$ cat config.mk
export PLATFORM = sky130hd
export DESIGN_NAME = updown_counter60
export DESIGN_NICKNAME = d
export VERILOG_FILES = /design/src/rtl/updown_counter60.sv
export SDC_FILE = /design/constraint.sdc
export NUM_CORES = 1
export LEC_CHECK = 0
export BUFFER_PORTS_ARGS = -buffer_cell sky130_fd_sc_hd__buf_4
export CAP_MARGIN = 20
export CELL_PAD_IN_SITES_DETAIL_PLACEMENT = 0
export CELL_PAD_IN_SITES_GLOBAL_PLACEMENT = 1
export CORE_ASPECT_RATIO = 0.75
export CORE_MARGIN = 10
export CORE_UTILIZATION = 30
export CTS_BUF_LIST = sky130_fd_sc_hd__clkbuf_4 sky130_fd_sc_hd__clkbuf_8 sky130_fd_sc_hd__clkbuf_16
export CTS_CLUSTER_DIAMETER = 120
export CTS_CLUSTER_SIZE = 14
export DETAILED_ROUTE_END_ITERATION = 8
export PLACE_DENSITY_LB_ADDON = 0.1
export SLEW_MARGIN = 20
export SYNTH_ARGS = -nofsm -noshare
export SYNTH_HDL_FRONTEND = slang
export SYNTH_SLANG_ARGS = --single-unit
$ cat constraint.sdc
create_clock -name CP -period 3.6 [get_ports CP]
set_input_delay 0.9 -clock CP [delete_from_list [all_inputs] [get_ports CP]]
set_output_delay 0.9 -clock CP [all_outputs]
set_load 0.1 [all_outputs]
$ cat src/rtl/updown_counter60.sv
// Two-digit BCD up/down counter (ones 0..9, tens 0..TENS_MOD-1) with load, clear and cascade outputs.
// Define UPDOWN_COUNTER60_RIPPLE_EN to qualify CO/BO with EN for clean multi-stage chaining.
module updown_counter60 #(
  parameter int TENS_MOD = 6
) (
  input  logic       CP,
  input  logic       CLR,
  input  logic       EN,
  input  logic       U,
  input  logic       LD,
  input  logic [3:0] D_ONES,
  input  logic [2:0] D_TENS,
  output logic [3:0] Q_ONES,
  output logic [2:0] Q_TENS,
  output logic       CO,
  output logic       BO
);

  localparam logic [2:0] TENS_MAX = 3'(TENS_MOD - 1);
  localparam logic [3:0] TENS_LIM = 4'(TENS_MOD);

  logic [3:0] r_ones;
  logic [2:0] r_tens;

  logic [3:0] w_ones_next;
  logic [2:0] w_tens_next;
  logic [3:0] w_ld_ones;
  logic [2:0] w_ld_tens;
  logic       w_state_ok;
  logic       w_at_max;
  logic       w_at_zero;
  logic       w_co_term;
  logic       w_bo_term;

  // Each load digit is validated independently; a bad digit becomes 0 without touching the other.
  assign w_ld_ones = (D_ONES <= 4'd9) ? D_ONES : 4'd0;
  assign w_ld_tens = ({1'b0, D_TENS} < TENS_LIM) ? D_TENS : 3'd0;

  assign w_state_ok = (r_ones <= 4'd9) && ({1'b0, r_tens} < TENS_LIM);
  assign w_at_max   = w_state_ok && (r_ones == 4'd9) && (r_tens == TENS_MAX);
  assign w_at_zero  = (r_ones == 4'd0) && (r_tens == 3'd0);

  always_comb begin
    w_ones_next = r_ones;
    w_tens_next = r_tens;
    if (LD) begin
      w_ones_next = w_ld_ones;
      w_tens_next = w_ld_tens;
    end else if (EN) begin
      if (!w_state_ok) begin
        // Corrupted state falls back to 00 rather than counting from garbage.
        w_ones_next = 4'd0;
        w_tens_next = 3'd0;
      end else if (U) begin
        if (r_ones == 4'd9) begin
          w_ones_next = 4'd0;
          w_tens_next = (r_tens == TENS_MAX) ? 3'd0 : r_tens + 3'd1;
        end else begin
          w_ones_next = r_ones + 4'd1;
        end
      end else begin
        if (r_ones == 4'd0) begin
          w_ones_next = 4'd9;
          w_tens_next = (r_tens == 3'd0) ? TENS_MAX : r_tens - 3'd1;
        end else begin
          w_ones_next = r_ones - 4'd1;
        end
      end
    end
  end

  always_ff @(posedge CP) begin
    if (CLR) begin
      r_ones <= 4'd0;
      r_tens <= 3'd0;
    end else begin
      r_ones <= w_ones_next;
      r_tens <= w_tens_next;
    end
  end

  assign w_co_term = U && w_at_max && !CLR;
  assign w_bo_term = !U && w_at_zero && !CLR;

`ifdef UPDOWN_COUNTER60_RIPPLE_EN
  assign CO = w_co_term && EN;
  assign BO = w_bo_term && EN;
`else
  assign CO = w_co_term;
  assign BO = w_bo_term;
`endif

  assign Q_ONES = r_ones;
  assign Q_TENS = r_tens;

endmodule
==> results of run 1 <==
sequential cells by signal (all words and copies together) (netlist names):
| name | cells |
|---|---|
| Q_ONES | 4 |
| Q_TENS | 3 |
placed cells by master (no fill, tap or decap), types with 2 or more instances in the layout:
master	netlist	routed
a211oi_1	4	4
a21oi_1	6	6
a31oi_1	3	3
a32oi_1	2	2
and3_1	4	4
buf_4	0	20
clkbuf_4	0	4
dfxtp_1	7	7
inv_1	3	3
nand2_1	5	5
nand2b_1	2	2
nand3_1	4	4
nand3b_1	3	3
nand4_1	2	2
nor2_1	4	4
nor2b_1	3	3
nor3_1	4	3
o2111ai_1	3	3
o211ai_1	4	4
o21a_1	2	2
o21ai_0	3	3
o21bai_1	3	3
o22ai_1	2	2
or3b_1	2	2
xnor2_1	2	2
routing by layer:
layer	part of all wire	GRT usage	up-vias	routed length [um]
met3	0.060	0.0257	5	119
met2	0.38	0.120	19	745
met4	0.025	0.0554	0	50
met1	0.54	0.124	320	1070
li1	-	-	397	-
met5	0	0	-	0
cell families after synthesis:
logic type | Yosys count
buffers and inverters | 12
AOI/OAI and AO/OA | 35
and+or+nand+nor | 38
DFF | 7
muxes | 1
xor gates and xnor gates | 2
through the flow:
stage / utilization / std cells / cell area [um2] / total power [mW] / hold slack [ns]
after global placement: 0.396 / 130 / 832 / 0.255 / 0.608
after floorplan: - / 95 / 694 / 0.218 / 0.969
after global routing: 0.410 / 134 / 862 / 0.353 / 0.672
after CTS: 0.410 / 134 / 862 / 0.337 / 0.618
final: 0.410 / 134 / 862 / 0.334 / 0.625
after detailed placement: 0.396 / 130 / 832 / 0.254 / 0.611
final cells by class:
type | instances | area, um2 | share of cell area
Multi-Input combinational cell | 76 | 500 | 0.581
Timing Repair Buffer | 20 | 150 | 0.174
Sequential cell | 7 | 140 | 0.163
Clock buffer | 4 | 30.0 | 0.0348
Tap cell | 24 | 30.0 | 0.0348
Inverter | 3 | 11.3 | 0.0131
critical path: cells and delay by family:
kind                   cells  cell delay [ns]
buffers and inverters      2             0.48
and+or+nand+nor            2             0.62
final timing paths:
check | slack (ns) | to | cells after the start | startpoint
max reg2reg | 1.87 | Q_TENS[1] | 4 | Q_ONES[0]
min | 0.63 | Q_TENS[0] | 2 | Q_TENS[0]
max | 0.70 | BO | 4 | U
min reg2reg | 0.63 | Q_TENS[0] | 2 | Q_TENS[0]
power by group through the flow:
stage | sequential [mW] | clock, mW | combinational, mW
5_1_grt | 0.108 | 0.0878 | 0.157
4_1_cts | 0.105 | 0.0842 | 0.148
2_1_floorplan | 0.144 | 0 | 0.0742
3_3_place_gp | 0.106 | 0 | 0.148
3_5_place_dp | 0.106 | 0 | 0.147
6_report | 0.105 | 0.0812 | 0.147
==> impl_metrics.yaml, run 1 <==
synth:
  synth-xor-area-share: 0.0254
  ys_seq_elements: 7
  ys_seq_area_frac: 0.203
  synth_compound_area_frac: 0.356
  synth.top_cell.area_share: 0.203
  syn_inst: 95
  synth_fp_nets: 107
  yosysWarnings: 0
  synthTopCellsByCount: "buf_2, dfxtp_1, a21oi_1"
  syn_area_um2: 689
  synthAdderAreaFrac: 0
  async_reset_ff_frac: 0
  syn-mean-instance-area_um2: 7.26
  yosys_most_used_dff: "dfxtp_1"
  synth_top_family_by_area: "compound AO/OA/AOI/OAI gates"
  synth_area_leader_cell: "dfxtp_1"
  synthSimpleGateAreaFrac: 0.323
  yosysUniqueCellTypes: 35
  synthTopCellsByArea: "dfxtp_1, buf_2, a21oi_1"
  synth.area.mux_share: 0.0145
  synth_edf_count: 0
floorplan:
  start_util: 0.328
  die-height_um: 61.5
  rows: 14
  dieWidth_um: 75.4
  core-area_mm2: 0.00210
  dieArea_mm2: 0.00464
  pin_count: 21
drt:
  vias: 741
  ant_nets: 0
  vias_per_cell: 5.53
  finalWirelength_mm: 1.98
  wl_per_cell_um: 14.8
  drt_iter0_drc: 32
  drc: 0
  first_pass_iters: 4
pwr:
  ir_drop_uv: 217
  switching_power_uw: 151
  power.internal_uw: 183
  swShare: 0.451
  comb_power_share: 0.441
  p_per_area_mw_per_mm2: 387
  seqPwrFrac: 0.316
  power.share.clock: 0.243
  p_leak_nw: 0.343
global_routing:
  grt_pass1_vias: 676
  grt_first_pass_wirelength_mm: 3.20
  gr-usage-all-layers: 0.0902
  grt_max_degree: 21
  grt.overflow.total: 0
  antenna_found_initial: 0
sta:
  timing.final.crit_share: 0.805
  setup_slack_ns: 0.703
  fin_setup_tns_ns: 0
  slew_headroom: 0.687
  period_needed_ns: 2.90
  finalClockSkew_ns: 0.00144
  grt_setup_unrepaired: "false"
  max_freq_mhz: 345
  setup_violations: 0
  worst_pin_slew_ns: 0.469
  hold_viol_final: 0
  maxSlewViolCount: 0
cells_and_area:
  drive_gt1_frac: 0.245
  syn_to_final_growth_pct: 25.0
  diodes: 0
  layout.nets: 123
  fillers: 231
cts:
  worstSkewPairLatency_ns: 0.26
  clk_path_buf_depth: 2
  htreeDepth: 1
  cts_tree: "yes"
  cts.repair.resized: 0
  cts_hold_buf: 0
  clock_sinks: 7
  root_buffer: "clkbuf_4"
  cts_buffers: 3
  clk_pin_slew_ns: 0.05
  post-cts-setup-buffer-count: 0
hold_path:
  hold_class: "flip-flop to flip-flop"
setup_path:
  crit_top_cell: "buf_4"
  required_ns: 2.70
  crit_slowest_cell: "or4_4"
  cp-end-kind: "output port"
  worstPathArrival_ns: 2.00
  critPathKind: "primary input to output port"
  crit_fanout: 20
  crit_chain: "buf_4 > or4_4 > nor3_2 > buf_4"
  cpPeakStageDelay_ns: 0.46
  start_kind: "primary input"
job:
  drv_cap: 0
placed_design:
  hpwl_mm: 1.53
  io_buffers: 20
  place_congestion: 0.714
  pre_cts_slack_ns: 0.698
status:
  status: "complete, no violations"
Note: power is estimated with default switching activity, not from simulation.
==> run 2, diff against run 1 <==
==> constraint.sdc (replaced) <==
create_clock -name CP -period 3 [get_ports CP]
set_input_delay 0.75 -clock CP [delete_from_list [all_inputs] [get_ports CP]]
set_output_delay 0.75 -clock CP [all_outputs]
set_load 0.1 [all_outputs]
==> impl_metrics.yaml, run 2 (same netlist as run 1, synthesis figures left out) <==
cts:
  post-cts-setup-buffer-count: 0
  clock_sinks: 7
  cts_buffers: 3
  clk_pin_slew_ns: 0.06
  cts.repair.resized: 0
  cts_tree: "yes"
  root_buffer: "clkbuf_4"
  clk_path_buf_depth: 2
  cts_hold_buf: 0
  worstSkewPairLatency_ns: 0.25
  htreeDepth: 1
status:
  status: "complete, no violations"
drt:
  finalWirelength_mm: 1.94
  drc: 0
  vias_per_cell: 5.56
  wl_per_cell_um: 14.4
  drt_iter0_drc: 75
  ant_nets: 0
  vias: 750
  first_pass_iters: 4
global_routing:
  gr-usage-all-layers: 0.0905
  grt_max_degree: 21
  grt_first_pass_wirelength_mm: 3.33
  grt_use_met2: 0.123
  busiest_layer: "met1"
  grt_pass1_vias: 687
  grt.overflow.total: 0
  antenna_found_initial: 0
  grt_use_met3: 0.0322
  grtUsageMet1: 0.126
floorplan:
  dieArea_mm2: 0.00464
  start_util: 0.328
  core-area_mm2: 0.00210
  rows: 14
  pin_count: 21
  dieWidth_um: 75.4
  die-height_um: 61.5
setup_path:
  crit_slowest_cell: "or4_4"
  start_kind: "primary input"
  cp_num_buf_inv: 2
  cp-end-kind: "output port"
  crit_chain: "buf_4 > or4_4 > nor3_4 > buf_4"
  worstPathArrival_ns: 1.87
  crit_fanout: 20
  required_ns: 2.25
  critPathKind: "primary input to output port"
  reg2reg_slack_ns: 1.30
  cp_top_family: "simple AND/OR/NAND/NOR gates"
  worst-r2r-cell-count: 4
  reg2reg_from: "Q_ONES[1]"
  r2r-end: "Q_TENS[1]"
  cpPeakStageDelay_ns: 0.47
  crit_top_cell: "buf_4"
cells_and_area:
  drive_gt1_frac: 0.261
  syn_to_final_growth_pct: 27.2
  final_cell_mix: "buf_4, dfxtp_1, a21oi_1"
  layout.cells.non_filler: 135
  layout_commonest_cell: "buf_4"
  diodes: 0
  layout.nets: 124
  largest_reg_flops: 4
  fillers: 225
  design_area_um2: 877
sta:
  hold_viol_final: 0
  grt_setup_unrepaired: "false"
  period_needed_ns: 2.62
  timing.final.crit_share: 0.875
  finalClockSkew_ns: 0.00503
  setup_violations: 0
  slew_headroom: 0.728
  worst_pin_slew_ns: 0.407
  setup_slack_ns: 0.375
  fin_setup_tns_ns: 0
  maxSlewViolCount: 0
  max_freq_mhz: 381
pwr:
  p_per_area_mw_per_mm2: 457
  p_leak_nw: 0.349
  ir_drop_uv: 201
hold_path:
  hold-path-endpoint: "Q_TENS[0]"
  hp-start: "Q_TENS[0]"
  hold_class: "flip-flop to flip-flop"
  hold_depth: 2
placed_design:
  io_buffers: 20
  post_dp_cell_area_um2: 847
  placedCellCount: 131
  place_congestion: 0.752
  pre_cts_slack_ns: 0.362
  hpwl_mm: 1.51
job:
  drv_cap: 0
## run 2: cell types whose count changed in the layout (fill, tap and decap cells not counted)
cell,previous run,this run
buf_4,20,21
dfxtp_1,7,6
dfxtp_2,0,1
nor3_2,1,0
nor3_4,0,1
## run 2: final cells by class
cell class / count / area [um2] / share of cell area
well taps: 24 / 30.0 / 0.0342
flip-flops and latches: 7 / 141 / 0.161
inverters: 3 / 11.3 / 0.0128
clock buffers: 4 / 30.0 / 0.0342
multi-input cells: 76 / 507 / 0.578
repair buffers: 21 / 158 / 0.180
## run 2: worst max-delay path by stage
| stage | start | endpoint | slack [ns] | depth (start not counted) |
|---|---|---|---|---|
| after floorplan | Q_TENS[1] | BO | 0.00004 | 3 |
| after global placement | U | BO | 0.39 | 4 |
| after detailed placement | U | BO | 0.36 | 4 |
| after CTS | U | BO | 0.36 | 4 |
| after global routing | U | BO | 0.33 | 4 |
| final | U | BO | 0.38 | 4 |
## run 2: stage by stage
step / hold WS, ns / utilization / power (mW)
2_1_floorplan: 0.819 / - / 0.264
3_3_place_gp: 0.609 / 0.403 / 0.310
3_5_place_dp: 0.607 / 0.403 / 0.308
4_1_cts: 0.618 / 0.417 / 0.402
5_1_grt: 0.668 / 0.417 / 0.426
6_report: 0.616 / 0.417 / 0.401
## run 2: where the power goes
part           switching [mW]  internal [mW]
Sequential             0.0216          0.102
Clock                  0.0348         0.0598
Combinational           0.123         0.0600
Total                   0.179          0.222
## run 2: worst reg2reg max path, stage by stage (launching register included)
cell and delay, ns:
dfxtp_1 0.42, or4_4 0.61, mux2i_1 0.24, a211oi_1 0.12, a211oi_1 0.22
## run 2: layer usage
metal	share of wire	vias to the layer above
met4	0.013	0
li1	-	396
met5	0	-
met3	0.064	4
met1	0.55	332
met2	0.37	18
==> run 3, diff against run 2 <==
--- a/config.mk
+++ b/config.mk
@@ -7,8 +7,6 @@
 export LEC_CHECK = 0
 export BUFFER_PORTS_ARGS = -buffer_cell sky130_fd_sc_hd__buf_4
 export CAP_MARGIN = 20
-export CELL_PAD_IN_SITES_DETAIL_PLACEMENT = 0
-export CELL_PAD_IN_SITES_GLOBAL_PLACEMENT = 1
 export CORE_ASPECT_RATIO = 0.75
 export CORE_MARGIN = 10
 export CORE_UTILIZATION = 30
@@ -16,7 +14,6 @@
 export CTS_CLUSTER_DIAMETER = 120
 export CTS_CLUSTER_SIZE = 14
 export DETAILED_ROUTE_END_ITERATION = 8
-export PLACE_DENSITY_LB_ADDON = 0.1
 export SLEW_MARGIN = 20
 export SYNTH_ARGS = -nofsm -noshare
 export SYNTH_HDL_FRONTEND = slang
==> impl_metrics.yaml, run 3 (same netlist as run 1, synthesis figures left out) <==
global_routing:
  antenna_found_initial: 0
  gr-usage-all-layers: 0.0882
  grt_pass1_vias: 689
  grt_first_pass_wirelength_mm: 3.21
  grt_max_degree: 21
  grt.overflow.total: 0
pwr:
  p_leak_nw: 0.343
  ir_drop_uv: 190
  p_per_area_mw_per_mm2: 456
  finalPower_uw: 396
floorplan:
  dieWidth_um: 75.4
  start_util: 0.328
  dieArea_mm2: 0.00464
  rows: 14
  die-height_um: 61.5
  pin_count: 21
  core-area_mm2: 0.00210
sta:
  worst_pin_slew_ns: 0.453
  finalClockSkew_ns: 0.000229
  hold-worst-slack_ns: 0.615
  maxSlewViolCount: 0
  max_freq_mhz: 382
  slew_headroom: 0.698
  period_needed_ns: 2.62
  grt_setup_unrepaired: "false"
  hold_viol_final: 0
  fin_setup_tns_ns: 0
  timing.final.crit_share: 0.872
  setup_violations: 0
cells_and_area:
  largest_reg_flops: 4
  final_core_util: 0.414
  layout_commonest_cell: "buf_4"
  drive_gt1_frac: 0.255
  diodes: 0
  syn_to_final_growth_pct: 26.1
  layout.nets: 123
  final_cell_mix: "buf_4, dfxtp_1, a21oi_1"
  design_area_um2: 870
status:
  status: "complete, no violations"
drt:
  vias_per_cell: 5.69
  finalWirelength_mm: 1.95
  ant_nets: 0
  drc: 0
  wl_per_cell_um: 14.6
  first_pass_iters: 4
  drt_iter0_drc: 99
  vias: 763
cts:
  root_buffer: "clkbuf_4"
  post-cts-setup-buffer-count: 0
  cts.repair.resized: 0
  clk_path_buf_depth: 2
  clock_sinks: 7
  cts_hold_buf: 0
  clk_pin_slew_ns: 0.05
  cts_tree: "yes"
  worstSkewPairLatency_ns: 0.24
  cts_buffers: 3
  htreeDepth: 1
setup_path:
  required_ns: 2.25
  crit_fanout: 20
  reg2reg_slack_ns: 1.30
  cp_top_family: "simple AND/OR/NAND/NOR gates"
  worstPathArrival_ns: 1.87
  worst-r2r-cell-count: 4
  critPathKind: "primary input to output port"
  cpPeakStageDelay_ns: 0.47
  crit_top_cell: "buf_4"
  crit_chain: "buf_4 > or4_4 > nor3_4 > buf_4"
  reg2reg_from: "Q_ONES[1]"
  start_kind: "primary input"
  cp_num_buf_inv: 2
  r2r-end: "Q_TENS[1]"
  cp-end-kind: "output port"
  crit_slowest_cell: "or4_4"
placed_design:
  hpwl_mm: 1.54
  post_dp_cell_area_um2: 840
  place_congestion: 0.788
  io_buffers: 20
hold_path:
  hold_depth: 2
  hp-start: "Q_TENS[0]"
  hold-path-endpoint: "Q_TENS[0]"
  hold_class: "flip-flop to flip-flop"
job:
  drv_cap: 0
==> run 3: layer usage <==
layer / vias to the layer above / track usage / share of wire
li1: 400 / - / -
met1: 344 / 0.124 / 0.54
met2: 17 / 0.117 / 0.39
met3: 2 / 0.0273 / 0.071
met4: 0 / 0.0396 / 0.0062
met5: - / 0 / 0
==> run 3: area by class of cell <==
cell class | count | area, um2
clock buffer | 4 | 30.0
fill | 226 | 1230
inverter | 3 | 11.3
multi-input combinational | 76 | 507
sequential | 7 | 141
tap | 24 | 30.0
timing repair buffer | 20 | 150
==> run 3: stage by stage <==
step	std cells	setup slack (ns)
after floorplan	95	0.0000429
after global placement	130	0.395
after detailed placement	130	0.379
after CTS	134	0.380
after global routing	134	0.329
final	134	0.384
==> run 3: worst max-delay path by stage <==
stage | start | to | slack, ns | depth (start not counted)
final | U | BO | 0.38 | 4
after global routing | U | BO | 0.33 | 4
after floorplan | Q_TENS[1] | BO | 0.00004 | 3
after global placement | U | BO | 0.39 | 4
after detailed placement | U | BO | 0.38 | 4
after CTS | U | BO | 0.38 | 4
==> run 3: worst register-to-register path: stages (launching register included) <==
cell and delay, ns:
dfxtp_1 0.42, or4_4 0.60, mux2i_1 0.23, a211oi_1 0.12, a211oi_1 0.23
==> run 3: where the power goes <==
group	internal [mW]	total [mW]	switching (mW)
Clock	0.0596	0.0910	0.0314
Sequential	0.102	0.127	0.0246
Combinational	0.0588	0.179	0.120
Total	0.221	0.396	0.176
